File: src/rtl/instr_encoder.sv
// RV32I field-bundle to machine-word encoder with a single registered output stage.
// Optional IMM_RANGE_CHECK_EN drops bundles whose immediate cannot be encoded exactly.
`timescale 1ns/1ps
module instr_encoder #(
  parameter int          ADDR_W    = 10,
  parameter int unsigned BASE_ADDR = 0
) (
  input  logic              clk,
  input  logic              rst_n,
  input  logic              in_valid,
  output logic              in_ready,
  input  logic [6:0]        opcode,
  input  logic [2:0]        funct3,
  input  logic [6:0]        funct7,
  input  logic [4:0]        rd,
  input  logic [4:0]        rs1,
  input  logic [4:0]        rs2,
  input  logic [31:0]       imm,
  output logic              out_valid,
  input  logic              out_ready,
  output logic [31:0]       out_instr,
  output logic [ADDR_W-1:0] out_addr,
  output logic              err_opcode,
  output logic [15:0]       word_count,
  output logic [7:0]        err_count
);

  localparam logic [ADDR_W-1:0] BASE = ADDR_W'(BASE_ADDR);

  localparam logic [6:0] OP_R     = 7'b0110011;
  localparam logic [6:0] OP_IMM   = 7'b0010011;
  localparam logic [6:0] OP_LOAD  = 7'b0000011;
  localparam logic [6:0] OP_JALR  = 7'b1100111;
  localparam logic [6:0] OP_STORE = 7'b0100011;
  localparam logic [6:0] OP_BR    = 7'b1100011;
  localparam logic [6:0] OP_JAL   = 7'b1101111;
  localparam logic [6:0] OP_LUI   = 7'b0110111;
  localparam logic [6:0] OP_AUIPC = 7'b0010111;

  // Returns {emit, word}; emit=0 means the bundle must be dropped.
  function automatic logic [32:0] encode(input logic [6:0] op, input logic [2:0] f3,
                                         input logic [6:0] f7, input logic [4:0] d,
                                         input logic [4:0] s1, input logic [4:0] s2,
                                         input logic [31:0] im);
    logic [31:0]        w;
    logic               ok;
    logic signed [31:0] si;
    w  = '0;
    ok = 1'b1;
    si = im;
    case (op)
      OP_R: w = {f7, s2, s1, f3, d, op};
      OP_IMM, OP_LOAD, OP_JALR: begin
        if (op == OP_IMM && (f3 == 3'b001 || f3 == 3'b101))
          w = {f7, im[4:0], s1, f3, d, op};
        else
          w = {im[11:0], s1, f3, d, op};
`ifdef IMM_RANGE_CHECK_EN
        ok = (si >= -32'sd2048) && (si <= 32'sd2047);
`endif
      end
      OP_STORE: begin
        w = {im[11:5], s2, s1, f3, im[4:0], op};
`ifdef IMM_RANGE_CHECK_EN
        ok = (si >= -32'sd2048) && (si <= 32'sd2047);
`endif
      end
      OP_BR: begin
        w = {im[12], im[10:5], s2, s1, f3, im[4:1], im[11], op};
`ifdef IMM_RANGE_CHECK_EN
        ok = (si >= -32'sd4096) && (si <= 32'sd4094) && !im[0];
`endif
      end
      OP_JAL: begin
        w = {im[20], im[10:1], im[11], im[19:12], d, op};
`ifdef IMM_RANGE_CHECK_EN
        ok = (si >= -32'sd1048576) && (si <= 32'sd1048574) && !im[0];
`endif
      end
      OP_LUI, OP_AUIPC: begin
        w = {im[31:12], d, op};
`ifdef IMM_RANGE_CHECK_EN
        ok = (im[11:0] == 12'd0);
`endif
      end
      default: ok = 1'b0;
    endcase
    return {ok, w};
  endfunction

  logic              out_valid_q, out_valid_d;
  logic [31:0]       out_instr_q, out_instr_d;
  logic [ADDR_W-1:0] addr_q, addr_d;
  logic              err_q, err_d;
  logic [15:0]       wcnt_q, wcnt_d;
  logic [7:0]        ecnt_q, ecnt_d;
  logic [32:0]       enc;
  logic              accept, drain;

  assign in_ready = !out_valid_q || out_ready;
  assign accept   = in_valid && in_ready;
  assign drain    = out_valid_q && out_ready;
  assign enc      = encode(opcode, funct3, funct7, rd, rs1, rs2, imm);

  // Drain first so a same-cycle accept overwrites the slot at the advanced address.
  always_comb begin
    out_valid_d = out_valid_q;
    out_instr_d = out_instr_q;
    addr_d      = addr_q;
    err_d       = 1'b0;
    wcnt_d      = wcnt_q;
    ecnt_d      = ecnt_q;
    if (drain) begin
      out_valid_d = 1'b0;
      addr_d      = addr_q + ADDR_W'(4);
      wcnt_d      = wcnt_q + 16'd1;
    end
    if (accept) begin
      if (enc[32]) begin
        out_valid_d = 1'b1;
        out_instr_d = enc[31:0];
      end else begin
        err_d = 1'b1;
        if (ecnt_q != 8'hFF) ecnt_d = ecnt_q + 8'd1;
      end
    end
  end

  always_ff @(posedge clk or negedge rst_n) begin
    if (!rst_n) begin
      out_valid_q <= 1'b0;
      out_instr_q <= '0;
      addr_q      <= BASE;
      err_q       <= 1'b0;
      wcnt_q      <= '0;
      ecnt_q      <= '0;
    end else begin
      out_valid_q <= out_valid_d;
      out_instr_q <= out_instr_d;
      addr_q      <= addr_d;
      err_q       <= err_d;
      wcnt_q      <= wcnt_d;
      ecnt_q      <= ecnt_d;
    end
  end

  assign out_valid  = out_valid_q;
  assign out_instr  = out_instr_q;
  assign out_addr   = addr_q;
  assign err_opcode = err_q;
  assign word_count = wcnt_q;
  assign err_count  = ecnt_q;

endmodule

File: config.mk
export PLATFORM = sky130hd
export DESIGN_NAME = instr_encoder
export DESIGN_NICKNAME = d
export VERILOG_FILES = /design/src/rtl/instr_encoder.sv
export SDC_FILE = /design/constraint.sdc
export NUM_CORES = 1
export LEC_CHECK = 0
export CAP_MARGIN = 20
export CORE_MARGIN = 8
export CORE_UTILIZATION = 40
export CTS_CLUSTER_DIAMETER = 200
export CTS_CLUSTER_SIZE = 30
export DETAILED_ROUTE_END_ITERATION = 10
export PLACE_DENSITY = 0.76
export SLEW_MARGIN = 40
export SYNTH_ARGS = -nofsm -noshare
export SYNTH_HDL_FRONTEND = slang
export SYNTH_SLANG_ARGS = --single-unit
export TNS_END_PERCENT = 1
File: constraint.sdc
create_clock -name clk -period 4.88 [get_ports clk]
set_input_delay 1.22 -clock clk [delete_from_list [all_inputs] [get_ports clk]]
set_output_delay 1.22 -clock clk [all_outputs]
set_load 0.01 [all_outputs]
* Word level (Yosys, flattened, before mapping)
Cells that the tools add are included.
** Operators by class
- Add/sub/neg operators :: 3
- Equality and inequality tests :: 12
- Mux-type cells :: 8
- Bitwise gates (word level) :: 1
- Reduce and logical (&&, ||, !) cells :: 11
** Operator list (count)
- $pmux W32 S6 :: 1
- $mux W32 :: 1
- $eq A7 B6 Y1 const B :: 3
- $eq A7 B7 Y1 const B :: 3
- $add A16 B1 Y16 const B :: 1
- $eq A7 B5 Y1 const B :: 2
- $add A10 B3 Y10 const B :: 1
- $reduce_or A9 Y1 :: 1
- $add A8 B1 Y8 const B :: 1
- $ne A8 B8 Y1 const B :: 1
- $eq A7 B2 Y1 const B :: 1
- $mux W1 :: 6
- $eq A3 B1 Y1 const B :: 1
- $eq A3 B3 Y1 const B :: 1
- $logic_and A1 B1 Y1 :: 3
- $reduce_and A3 Y1 :: 1
- $reduce_or A3 Y1 :: 1
- $logic_or A1 B1 Y1 :: 2
- $reduce_and A2 Y1 :: 1
- $reduce_or A2 Y1 :: 1
- $logic_not A1 Y1 :: 1
- $not A1 Y1 :: 1
** Word-level totals
- Register bits after elaboration :: 68
- Input bits :: 68
- Output and inout port bits :: 69
- Word-level logic and storage cells :: 41

* Logic depth before layout (Yosys ltp)
- Depth after elaboration :: 5
- Mapped depth :: 8

* Worst setup path before layout
OpenSTA, ideal clock, no wires.
- Kind :: in2reg
- Start point :: input port opcode[6]
- End point :: register out_instr_q[19] (netlist: out_instr[19])
- Setup time :: 0.127 ns
- Arrival :: 2.524 ns
- Path slack :: 2.228 ns
- Stages on the path :: 6
- Path buffers :: 1
- Cells stage by stage :: or2_1 a211oi_4 o21bai_2 buf_6 a222oi_1 inv_1
** Between the ends
- Cells in the longest elaborated chain, start to end :: 4
- Elaborated cells on any way between the ends :: 15
- Classes of those cells :: eq/ne (9); mux (2); reduce/logical (4)
** Ends and longest elaborated chain
- start, declared :: RTL line 12 : input logic [6:0] opcode,
- $eq A7 B5 Y1 (tied with other cells) :: RTL line 51 : case (op)
- $reduce_or A9 Y1 (no line)
- $mux W1 :: RTL line 51
- $reduce_and A2 Y1 (no line)
- end signal, assigned :: RTL line 139 : out_instr_q <= out_instr_d;
- end, declared :: RTL line 92 : logic [31:0] out_instr_q, out_instr_d;
Parallel ways exist; a longest one is shown, timed or not.
A chain may end at the register's enable or synchronous reset.

* Worst setup path after layout
- Start point :: input port out_ready
- End point :: output port in_ready
** Between the ends
- Cells in the longest elaborated chain, start to end :: 1
** Ends and longest elaborated chain
- start, declared :: RTL line 20 : input logic out_ready,
- $logic_or A1 B1 Y1 :: RTL line 100 : assign in_ready = !out_valid_q || out_ready;
- end, declared :: RTL line 11 : output logic in_ready,
No other way between the ends.

==> metrics <==
total net switching power 516 uW; TritonCTS clock tree built; count of buffers from port buffering 134; most frequent cell on the critical path sky130_fd_sc_hd__clkdlybuf4s50_1; number of hold-slack violations in the final timing report 0; worst path setup slack after routing 1.19 ns; height of the die 105 um; required time of the worst setup path 3.66 ns; global-route layer with the greatest usage met2; sequential share of the synthesized area 51.9%; wire length of the first global-routing pass 15500 um; peak per-stage delay on the critical path 0.57 ns; count of state elements after synthesis 66; number of clock sinks 66; number of vias after detailed routing 2854; hold crit path type reg -> reg; estimated wirelength of the detail-placed design 7330 um; largest delay contributor family on the critical path buffers and inverters; number of distinct library cell variants in the gate-level netlist after synthesis 49; area occupied by registers 0.00165 mm2; clock network fraction of total power 31.8%; number of flops mapped to enable cells by yosys 0; crit start category primary input; Post-layout nets 504; R2R cell count 6; post-route minimum period 3.69 ns; master cell of the clock root buffer sky130_fd_sc_hd__clkbuf_8; Fin Setup TNS 0 ns; number of remaining DRC errors 0; global-route congestion overflow total 0; fraction of layout instances using a drive strength above 1 6.62%; antenna violations before repair 0; internal power summed over all cells 1.29 mW; number of violations of the max-capacitance limit 0; row count 32; power density over cell area 370 mW/mm2; Gates resized, CTS repair 0; largest net degree at the start of global routing 41; setup fix buffers added after clock tree synthesis 0; Post-Syn Area per Cell 10.6 um2; vias in the first global route 3050; initial core utilization 41.2%; RSZ-0062 raised after global routing no; worst flop-to-flop path endpoint out_instr[16]; number of nets with antenna violations after routing 0; Synth warnings 0; Cells on Worst Hold Path 1; end point of the worst hold path out_addr[9]; buffers plus inverters on the worst setup path 2; number of setup violations in the final report 0; H-tree lvl count 3; run status completed; GR met2 Demand/Resource 27.9%; clk_skew 0.00784 ns; Syn Inst Count 299; total area of multi-input combinational cells 0.00145 mm2; final worst path period share 75.7%; worst-case clock buffer depth 2; worst-case headroom to the max-slew limit 51.6%; TritonCTS buffer count 9; global routing usage on met1 20.2%; worst skew pair latency 0.34 ns; async set or reset register ratio after synthesis 100%; n_diodes 0; Static Leakage 2.06 nW; pre-CTS WS 0.983 ns; part of the total power dissipated in sequential elements 41.0%; weighted congestion reported at the end of routability-driven placement 0.855; Starting DRT DRC Count 146; data arrival at the endpoint of the critical path 2.47 ns; cell area after synthesis 0.00318 mm2; IO Count 137; number of optimization iterations in the first detailed-route pass 4; Core Area 0.00773 mm2; Setup Crit Path Kind in -> out; total die area 0.0111 mm2; Filler cells 619; detail-routed via count per cell 5.29; width of the die 105 um; Highest Clock Rate 271 MHz; Global Route met3 Usage 7.80%; launch point of the worst hold path out_addr[9]; average wire length per cell after detail routing 17.3 um; Pins Over Slew Limit 0; synth-to-layout area growth 53.6%; worst supply voltage drop on vdd 183 uV; slowest stage cell, crit path sky130_fd_sc_hd__clkdlybuf4s50_1; proportion of total power due to net switching 28.5%; largest fanout on the critical path 4; category of the worst setup path capture point primary output; Worst Tran Pin Value 0.723 ns; clock input transition at the sequential cells of the worst setup and hold paths 0.08 ns; register-to-register setup slack 2.90 ns; most common flop cell mapped by yosys sky130_fd_sc_hd__dfrtp_1; cells along the critical path clkdlybuf4s50_1, nand2b_1, clkdlybuf4s50_1; critical register-to-register path startpoint out_valid; portion of total power attributed to combinational logic 27.2%; number of buffers inserted for hold repair after clock tree synthesis 0; global-route usage over all layers 17.4%; WL final 9370 um
per-stage QoR:
step	util, %	hold slack [ns]	power (mW)	cell area, um2	instances
global placement	59.4	0.457	1.23	4590	523
detailed placement	59.9	0.462	1.25	4630	524
global route	63.3	0.498	1.91	4890	540
floorplan	-	0.504	0.929	3190	300
CTS	63.1	0.477	1.83	4880	540
finish	63.3	0.473	1.81	4890	540
worst register-to-register path, cell delays in order (launching register included):
cell                       delay [ns]
sky130_fd_sc_hd__dfrtp_1         0.43
sky130_fd_sc_hd__nand2b_1        0.16
sky130_fd_sc_hd__nand2_1         0.25
sky130_fd_sc_hd__o21bai_4        0.37
sky130_fd_sc_hd__buf_16          0.22
sky130_fd_sc_hd__a222oi_1        0.35
sky130_fd_sc_hd__inv_1           0.08
flip-flops by register name (all words and copies together), names as in the netlist:
register and count:
out_addr 8, err_count 8, err_opcode 1, out_instr 32
word_count 16, out_valid 1
cell type report:
| class | count | share of cell area (%) |
|---|---|---|
| multi-input cells | 209 | 29.6 |
| inverters | 11 | 0.844 |
| clock buffers | 10 | 2.81 |
| repair buffers | 136 | 28.1 |
| well taps | 102 | 2.61 |
| flip-flops and latches | 66 | 33.8 |
| clock inverters | 6 | 2.30 |
cells by family after synthesis:
group                      Yosys count  synth area share (%)
xor gates and xnor gates            29                  7.98
adders and majority gates            3                  1.18
DFF                                 66                  51.9
buffers and inverters               25                  3.69
other                                1                 0.118
and+or+nand+nor                    106                  17.5
muxes                                5                  1.65
AOI/OAI and AO/OA                   64                  16.0
per-layer routing:
layer  up-vias  wire length, um
li1       1358                -
met5         -                0
met3         8              909
met1      1374             3800
met2       114             4550
met4         0              107
how the worst max path moves through the flow:
stage | slack, ns | start | cells past startpoint | end
2_1_floorplan | 2.23 | opcode[6] | 6 | out_instr[19]
3_3_place_gp | 1.11 | opcode[2] | 6 | out_instr[18]
3_5_place_dp | 0.98 | opcode[2] | 7 | out_instr[16]
4_1_cts | 1.18 | out_ready | 3 | in_ready
5_1_grt | 1.11 | opcode[2] | 7 | out_instr[16]
6_report | 1.19 | out_ready | 3 | in_ready
cells in the mapped netlist (2+ instances only):
library cell | instances | share of area (%)
sky130_fd_sc_hd__buf_2 | 4 | 0.63
sky130_fd_sc_hd__clkbuf_1 | 5 | 0.59
sky130_fd_sc_hd__nand2_1 | 38 | 4.5
sky130_fd_sc_hd__inv_1 | 11 | 1.3
sky130_fd_sc_hd__and3_1 | 6 | 1.2
sky130_fd_sc_hd__dfrtp_1 | 66 | 52
sky130_fd_sc_hd__a22oi_1 | 6 | 1.4
sky130_fd_sc_hd__xnor2_1 | 24 | 6.6
sky130_fd_sc_hd__buf_4 | 3 | 0.71
sky130_fd_sc_hd__nor2b_1 | 2 | 0.39
sky130_fd_sc_hd__xor2_1 | 5 | 1.4
sky130_fd_sc_hd__o41ai_1 | 2 | 0.55
sky130_fd_sc_hd__nand2b_1 | 6 | 1.2
sky130_fd_sc_hd__o21ai_0 | 15 | 2.4
sky130_fd_sc_hd__a31oi_1 | 4 | 0.79
sky130_fd_sc_hd__a222oi_1 | 12 | 3.8
sky130_fd_sc_hd__nand4_1 | 10 | 2.0
sky130_fd_sc_hd__a21oi_1 | 3 | 0.47
sky130_fd_sc_hd__ha_1 | 3 | 1.2
sky130_fd_sc_hd__mux2_2 | 2 | 0.71
sky130_fd_sc_hd__and4_1 | 5 | 1.4
sky130_fd_sc_hd__nor2_1 | 18 | 2.1
sky130_fd_sc_hd__nor3_1 | 4 | 0.63
sky130_fd_sc_hd__nand3_1 | 8 | 1.3
sky130_fd_sc_hd__a221oi_1 | 5 | 1.4
sky130_fd_sc_hd__mux2i_1 | 3 | 0.94
sky130_fd_sc_hd__a2bb2oi_1 | 6 | 1.7
sky130_fd_sc_hd__and2_1 | 2 | 0.39
power by group through the flow:
stage          clock [mW]  combinational [mW]  sequential (mW)
6_report            0.575               0.493            0.742
5_1_grt             0.614               0.540            0.759
4_1_cts             0.583               0.501            0.743
3_5_place_dp            0               0.500            0.752
3_3_place_gp            0               0.487            0.747
2_1_floorplan           0               0.151            0.778
placed cells by master, fill, tap and decap left out, types with 5 or more instances in the layout:
cell type / n
sky130_fd_sc_hd__and4_1: 5
sky130_fd_sc_hd__clkdlybuf4s50_1: 133
sky130_fd_sc_hd__a2bb2oi_1: 6
sky130_fd_sc_hd__nor2_1: 18
sky130_fd_sc_hd__a22oi_1: 6
sky130_fd_sc_hd__dfrtp_1: 66
sky130_fd_sc_hd__o21ai_0: 15
sky130_fd_sc_hd__nand4_1: 10
sky130_fd_sc_hd__nand2b_1: 6
sky130_fd_sc_hd__a221oi_1: 5
sky130_fd_sc_hd__clkbuf_8: 10
sky130_fd_sc_hd__a222oi_1: 12
sky130_fd_sc_hd__and3_1: 6
sky130_fd_sc_hd__xnor2_1: 24
sky130_fd_sc_hd__nand3_1: 8
sky130_fd_sc_hd__nand2_1: 38
sky130_fd_sc_hd__inv_1: 11
sky130_fd_sc_hd__xor2_1: 5
(Power assumes the default switching activity.)
